$ cat config.mk
export PLATFORM = sky130hd
export DESIGN_NAME = flit_inject_ctrl
export DESIGN_NICKNAME = d
export VERILOG_FILES = /design/src/rtl/flit_pkg.sv /design/src/rtl/inject_fifo.sv /design/src/rtl/flit_inject_ctrl.sv
export SDC_FILE = /design/constraint.sdc
export NUM_CORES = 1
export LEC_CHECK = 0
export BUFFER_PORTS_ARGS = -buffer_cell sky130_fd_sc_hd__buf_4
export CAP_MARGIN = 20
export CORE_MARGIN = 3
export CORE_UTILIZATION = 55
export DETAILED_ROUTE_END_ITERATION = 8
export PLACE_DENSITY_LB_ADDON = 0.1
export REMOVE_ABC_BUFFERS = 1
export SYNTH_ARGS = -nofsm -noshare
export SYNTH_HDL_FRONTEND = slang
export SYNTH_SLANG_ARGS = --single-unit
$ cat constraint.sdc
create_clock -name clk -period 4.31 [get_ports clk]
set_input_delay 0.2155 -clock clk [delete_from_list [all_inputs] [get_ports clk]]
set_output_delay 0.2155 -clock clk [all_outputs]
set_load 0.01 [all_outputs]
$ cat src/rtl/flit_pkg.sv
// Shared flit types, field positions and injection state encoding for the
// deflection-router local injection controller.
package flit_pkg;

  localparam int FLIT_W   = 10;
  localparam int PRIO_BIT = 9;
  localparam int PORT_MSB = 8;
  localparam int PORT_LSB = 6;

  typedef logic [FLIT_W-1:0] flit_t;

  typedef enum logic [1:0] {
    IDLE    = 2'd0,
    WAIT    = 2'd1,
    STARVED = 2'd2
  } inj_state_e;

  // Promote a flit to high priority without touching port code or payload.
  function automatic flit_t golden_flit(input flit_t f);
    flit_t r;
    r           = f;
    r[PRIO_BIT] = 1'b1;
    return r;
  endfunction

endpackage

$ cat src/rtl/inject_fifo.sv
// DEPTH-entry synchronous FIFO holding core flits awaiting injection.
// Head is read combinationally so a flit written at edge N is visible at N+1.
module inject_fifo
  import flit_pkg::*;
#(
  parameter int DEPTH = 4
) (
  input  logic                     clk,
  input  logic                     rst,
  input  logic                     push,
  input  flit_t                    push_flit,
  input  logic                     pop,
  output flit_t                    head,
  output logic [$clog2(DEPTH):0]   count,
  output logic                     full,
  output logic                     empty
);

  localparam int AW = $clog2(DEPTH);
  localparam int CW = AW + 1;

  logic [AW-1:0] wr_ptr_q, wr_ptr_d;
  logic [AW-1:0] rd_ptr_q, rd_ptr_d;
  logic [CW-1:0] count_q, count_d;
  flit_t         mem_q [DEPTH];
  logic          do_push;
  logic          do_pop;

  assign full    = (count_q == CW'(DEPTH));
  assign empty   = (count_q == '0);
  // A full FIFO refuses pushes even when a pop frees an entry this cycle.
  assign do_push = push && !full;
  assign do_pop  = pop && !empty;

  always_comb begin
    wr_ptr_d = wr_ptr_q;
    rd_ptr_d = rd_ptr_q;
    count_d  = count_q;
    if (do_push) begin
      wr_ptr_d = wr_ptr_q + AW'(1);
    end
    if (do_pop) begin
      rd_ptr_d = rd_ptr_q + AW'(1);
    end
    count_d = count_q + CW'(do_push) - CW'(do_pop);
  end

  always_ff @(posedge clk) begin
    if (rst) begin
      wr_ptr_q <= '0;
      rd_ptr_q <= '0;
      count_q  <= '0;
    end else begin
      wr_ptr_q <= wr_ptr_d;
      rd_ptr_q <= rd_ptr_d;
      count_q  <= count_d;
    end
  end

  always_ff @(posedge clk) begin
    if (do_push) begin
      mem_q[wr_ptr_q] <= push_flit;
    end
  end

  assign head  = mem_q[rd_ptr_q];
  assign count = count_q;

endmodule

$ cat src/rtl/flit_inject_ctrl.sv
// Local injection controller: queues core flits, injects the head into the
// lowest free router slot, and flags starvation. FLIT_GOLDEN_EN promotes starved flits.
module flit_inject_ctrl
  import flit_pkg::*;
#(
  parameter int DEPTH        = 4,
  parameter int NSLOT        = 4,
  parameter int STARVE_LIMIT = 8
) (
  input  logic                      clk,
  input  logic                      rst,
  input  logic                      in_valid,
  output logic                      in_ready,
  input  logic [FLIT_W-1:0]         in_flit,
  input  logic [NSLOT-1:0]          slot_valid_i,
  input  logic [NSLOT*FLIT_W-1:0]   slot_flit_i,
  output logic [NSLOT-1:0]          slot_valid_o,
  output logic [NSLOT*FLIT_W-1:0]   slot_flit_o,
  output logic                      throttle,
  output logic [$clog2(DEPTH):0]    fifo_count
);

  localparam int CW = $clog2(DEPTH) + 1;
  localparam int SW = $clog2(STARVE_LIMIT + 1);

  flit_t                    fifo_head;
  logic                     fifo_full;
  logic                     fifo_empty;
  logic [CW-1:0]            fifo_cnt;
  logic                     push_ok;
  logic                     any_free;
  logic                     inject;
  logic                     found;
  logic [NSLOT-1:0]         sel_onehot;
  flit_t                    inj_flit;

  inj_state_e               state_q, state_d;
  logic [SW-1:0]            cnt_q, cnt_d;
  logic                     throttle_q, throttle_d;
  logic [NSLOT-1:0]         slot_valid_q, slot_valid_d;
  logic [NSLOT*FLIT_W-1:0]  slot_flit_q, slot_flit_d;

  assign in_ready = !fifo_full;
  assign push_ok  = in_valid && in_ready;
  assign any_free = ~&slot_valid_i;
  assign inject   = !fifo_empty && any_free;

  inject_fifo #(
    .DEPTH (DEPTH)
  ) u_fifo (
    .clk       (clk),
    .rst       (rst),
    .push      (push_ok),
    .push_flit (in_flit),
    .pop       (inject),
    .head      (fifo_head),
    .count     (fifo_cnt),
    .full      (fifo_full),
    .empty     (fifo_empty)
  );

  // Lowest-indexed empty slot wins.
  always_comb begin
    sel_onehot = '0;
    found      = 1'b0;
    for (int k = 0; k < NSLOT; k++) begin
      if (!slot_valid_i[k] && !found) begin
        sel_onehot[k] = 1'b1;
        found         = 1'b1;
      end
    end
  end

`ifdef FLIT_GOLDEN_EN
  assign inj_flit = (state_q == STARVED) ? golden_flit(fifo_head) : fifo_head;
`else
  assign inj_flit = fifo_head;
`endif

  for (genvar gi = 0; gi < NSLOT; gi++) begin : g_slot
    logic take;
    assign take = inject && sel_onehot[gi];
    assign slot_valid_d[gi] = slot_valid_i[gi] || take;
    assign slot_flit_d[gi*FLIT_W +: FLIT_W] =
        slot_valid_i[gi] ? slot_flit_i[gi*FLIT_W +: FLIT_W] :
        take             ? inj_flit : '0;
  end

  always_comb begin
    state_d = state_q;
    cnt_d   = cnt_q;
    case (state_q)
      IDLE: begin
        cnt_d   = '0;
        state_d = push_ok ? WAIT : IDLE;
      end
      WAIT, STARVED: begin
        if (inject) begin
          cnt_d   = '0;
          // Only the last queued flit leaving without a refill empties the FIFO.
          state_d = (fifo_cnt == CW'(1) && !push_ok) ? IDLE : WAIT;
        end else begin
          if (cnt_q != SW'(STARVE_LIMIT)) begin
            cnt_d = cnt_q + SW'(1);
          end
          state_d = (cnt_d == SW'(STARVE_LIMIT)) ? STARVED : WAIT;
        end
      end
      default: begin
        state_d = IDLE;
        cnt_d   = '0;
      end
    endcase
    throttle_d = (state_d == STARVED);
  end

  always_ff @(posedge clk) begin
    if (rst) begin
      state_q      <= IDLE;
      cnt_q        <= '0;
      throttle_q   <= 1'b0;
      slot_valid_q <= '0;
      slot_flit_q  <= '0;
    end else begin
      state_q      <= state_d;
      cnt_q        <= cnt_d;
      throttle_q   <= throttle_d;
      slot_valid_q <= slot_valid_d;
      slot_flit_q  <= slot_flit_d;
    end
  end

  assign slot_valid_o = slot_valid_q;
  assign slot_flit_o  = slot_flit_q;
  assign throttle     = throttle_q;
  assign fifo_count   = fifo_cnt;

endmodule

==> run_results.csv <==
group,metric,value,unit
global_routing,grt_pass1_vias,2556,
synth,synth_xor_area_share,1.63,%
timing,fin_crit_sh,49.6,%
cts,root_buffer,"clkbuf_8",
synth,synth_top_family_by_area,"compound AO/OA/AOI/OAI gates",
timing,slew_headroom,43.7,%
hold_path,holdCritPathClass,"in -> reg",
timing,finalSetupTns,0,ns
worst_setup_path,path_buf_inv,0,
floorplanning,ios,106,
synth,synth-edff-count,40,
floorplanning,core,6490,um^2
synth,netlist_instances,285,
synth,async_flop_share,0,%
timing,max_slew.worst_pin.slew,0.843,ns
synth,synth_compound_area_share,11.3,%
power_and_ir_drop,leakagePower,1.97,nW
route,drc,0,
timing,setup_viol,0,
route,antenna_left,0,
placement,io_buffers,105,
worst_setup_path,crit_type,"reg -> reg",
synth,yosys_warnings,0,
worst_setup_path,critical_path_required,4.53,ns
hold_path,worstHoldEndpoint,"u_fifo.mem_q[1][2]",
route,route.vias.total,2548,
worst_setup_path,critPathArrivalTime,2.36,ns
finish,multi_input_area,1250,um^2
worst_setup_path,crit_fanout,8,
route,first_iter_violations,139,
power_and_ir_drop,peakVddDrop,0.345,mV
route,drtPass1Iterations,4,
cts,cts_resized,0,
power_and_ir_drop,power_density,502,nW/um^2
cts,cts-hold-fix-buffers,0,
finish,post-route-util,73.4,%
global_routing,grt_pass1_wl,13100,um
synth,synth_area_per_cell,13.2,um^2
finish,area_growth,26.4,%
cts,clk_latency,0.35,ns
worst_setup_path,cp-end-kind,"register",
placement,globalplace.congestion,0.789,
timing,finalHoldViolCount,0,
floorplanning,die_h,88.8,um
cts,cts_buffer_depth,2,
synth,seq_area_frac_synth,63.7,%
cts,clk_pin_slew,0.09,ns
cts,cts_num_sinks,100,
timing,maxSlewViolCount,0,
finish,seq_area,2400,um^2
timing,fin_skew,0.0122,ns
worst_setup_path,crit_path_cell_trace,"or3b_1 -> and2_4 -> ha_1 -> fa_1 -> xnor2_1 -> nor2_1",
finish,fin_nets,455,
timing,timing.hold.ws,0.0618,ns
finish,fill_cells,461,
floorplanning,initial_core_util,58.1,%
cts,numCtsBuffers,9,
hold_path,min_path_cells,1,
global_routing,antenna_found_initial,0,
worst_setup_path,r2r_cells,6,
timing,setup_slack,2.17,ns
route,wire_per_inst,17.9,um
worst_setup_path,cpLargestDelayFamily,"simple AND/OR/NAND/NOR gates",
floorplanning,die_x,88.8,um
floorplanning,num_rows,29,
worst_setup_path,start_kind,"register",
worst_setup_path,crit_slowest_cell,"or3b_1",
global_routing,grt_max_degree,47,
synth,synthAdderAreaFrac,3.85,%
route,vias_per_cell,5.43,
run,drv_cap,0,
timing,rsz0062_at_grt,"no",
timing,max_freq,467,MHz
floorplanning,die_area,7890,um^2
worst_setup_path,reg2reg_to,"u_fifo.count[2]",
placement,place_ws,2.19,ns
status,status,"complete, no violations",
cts,htree_num_levels,3,
synth,synth-seq-cells,100,
synth,synthMuxAreaShare,6.24,%
worst_setup_path,slowest_delay,0.52,ns
timing,min_period,2.14,ns
worst_setup_path,rrSetupSlack,2.17,ns
global_routing,grt_overflow,0,
synth,synthSimpleGateAreaFrac,10.3,%
route,drt-total-wl,8420,um
synth,netlist_area,3770,um^2
hold_path,min_from,"in_flit[2]",
global_routing,grt.total_usage,22.4,%
cts,cts_tree,"done",
finish,num_antenna_cells,0,
cts,cts_setup_buffers,0,
placement,dp.final_hpwl,6100,um
synth,ys.flop_type,"dfxtp_1",
finish,drive_above_1_share,36.2,%
worst_setup_path,timing.rr.start,"u_fifo.count[2]",
synth,synth_cell_types,40,
## state kept, by name, summed over array words and instances (netlist names), named ones only
register and count:
state_q 2, u_fifo.count 3, u_fifo.mem_q 40, throttle 1, u_fifo.rd_ptr_q 2, slot_flit_o 40
slot_valid_o 4, cnt_q 4, u_fifo.wr_ptr_q 2
## routing by layer
metal,part of all wire [%],vias to the layer above,GRT usage [%]
met3,6.6,8,4.66
met2,50,83,37.6
met5,0,-,0
li1,-,1246,-
met1,43,1211,29.0
met4,1.1,0,7.83
## stage by stage
stage	total power [mW]	instances	area, um^2
global placement	1.86	453	4590
floorplan	1.60	271	3700
global route	2.54	469	4770
CTS	2.42	469	4770
finish	2.40	469	4770
detailed placement	1.88	453	4590
## layout make-up
| type | count | area share (%) |
|---|---|---|
| sequential | 100 | 50.4 |
| multi-input combinational | 159 | 26.3 |
| inverter | 12 | 0.945 |
| timing repair buffer | 105 | 16.5 |
| tap | 77 | 2.02 |
| clock inverter | 4 | 0.551 |
| clock buffer | 12 | 3.25 |
## power by group
| group | switching, mW | internal (mW) |
|---|---|---|
| Combinational | 0.336 | 0.322 |
| Clock | 0.298 | 0.241 |
| Sequential | 0.0922 | 1.11 |
| Total | 0.726 | 1.67 |
## cell families after synthesis
kind of cell	after synthesis
adder cells (fa/ha/maj)	11
AO/OA/AOI/OAI	55
flip-flops	100
multiplexers	11
XOR/XNOR	7
AND/OR/NAND/NOR	75
buffers and inverters	26
## worst max-delay path by stage
stage / from / end / slack, ns / cells after the start
finish: u_fifo.count[2] / u_fifo.count[2] / 2.17 / 6
global route: u_fifo.count[2] / u_fifo.count[2] / 2.06 / 6
CTS: u_fifo.count[2] / u_fifo.count[2] / 2.17 / 6
detailed placement: u_fifo.count[2] / u_fifo.count[2] / 2.19 / 6
global placement: u_fifo.count[2] / u_fifo.count[2] / 2.26 / 6
floorplan: u_fifo.count[2] / u_fifo.count[2] / 2.24 / 6
## synthesized netlist by cell type (2+ instances only)
cell,instances,area [um^2]
dfxtp_1,60,1200
nor2_1,49,184
edfxtp_1,40,1200
a22oi_1,30,225
inv_1,12,45.0
a22o_1,10,87.6
clkbuf_1,10,37.5
ha_1,10,125
mux4_2,10,225
xnor2_1,6,52.6
nor2b_1,5,31.3
a21oi_1,4,20.0
and3_2,4,30.0
nand2_1,3,11.3
nand3_1,3,15.0
buf_2,2,10.0
buf_6,2,22.5
nor3_4,2,32.5
o21ai_0,2,10.0
## cells in the final DEF (no fill, tap or decap), types with 4 or more instances in the layout
cell type and count:
nor2_1 49, a21oi_1 4, a22oi_1 30, mux4_2 10
dfxtp_1 60, buf_4 105, ha_1 10, and3_2 4
clkbuf_8 11, inv_1 13, edfxtp_1 40, a22o_1 10
nor2b_1 5, xnor2_1 6
Note: power is estimated with default switching activity, not from simulation.
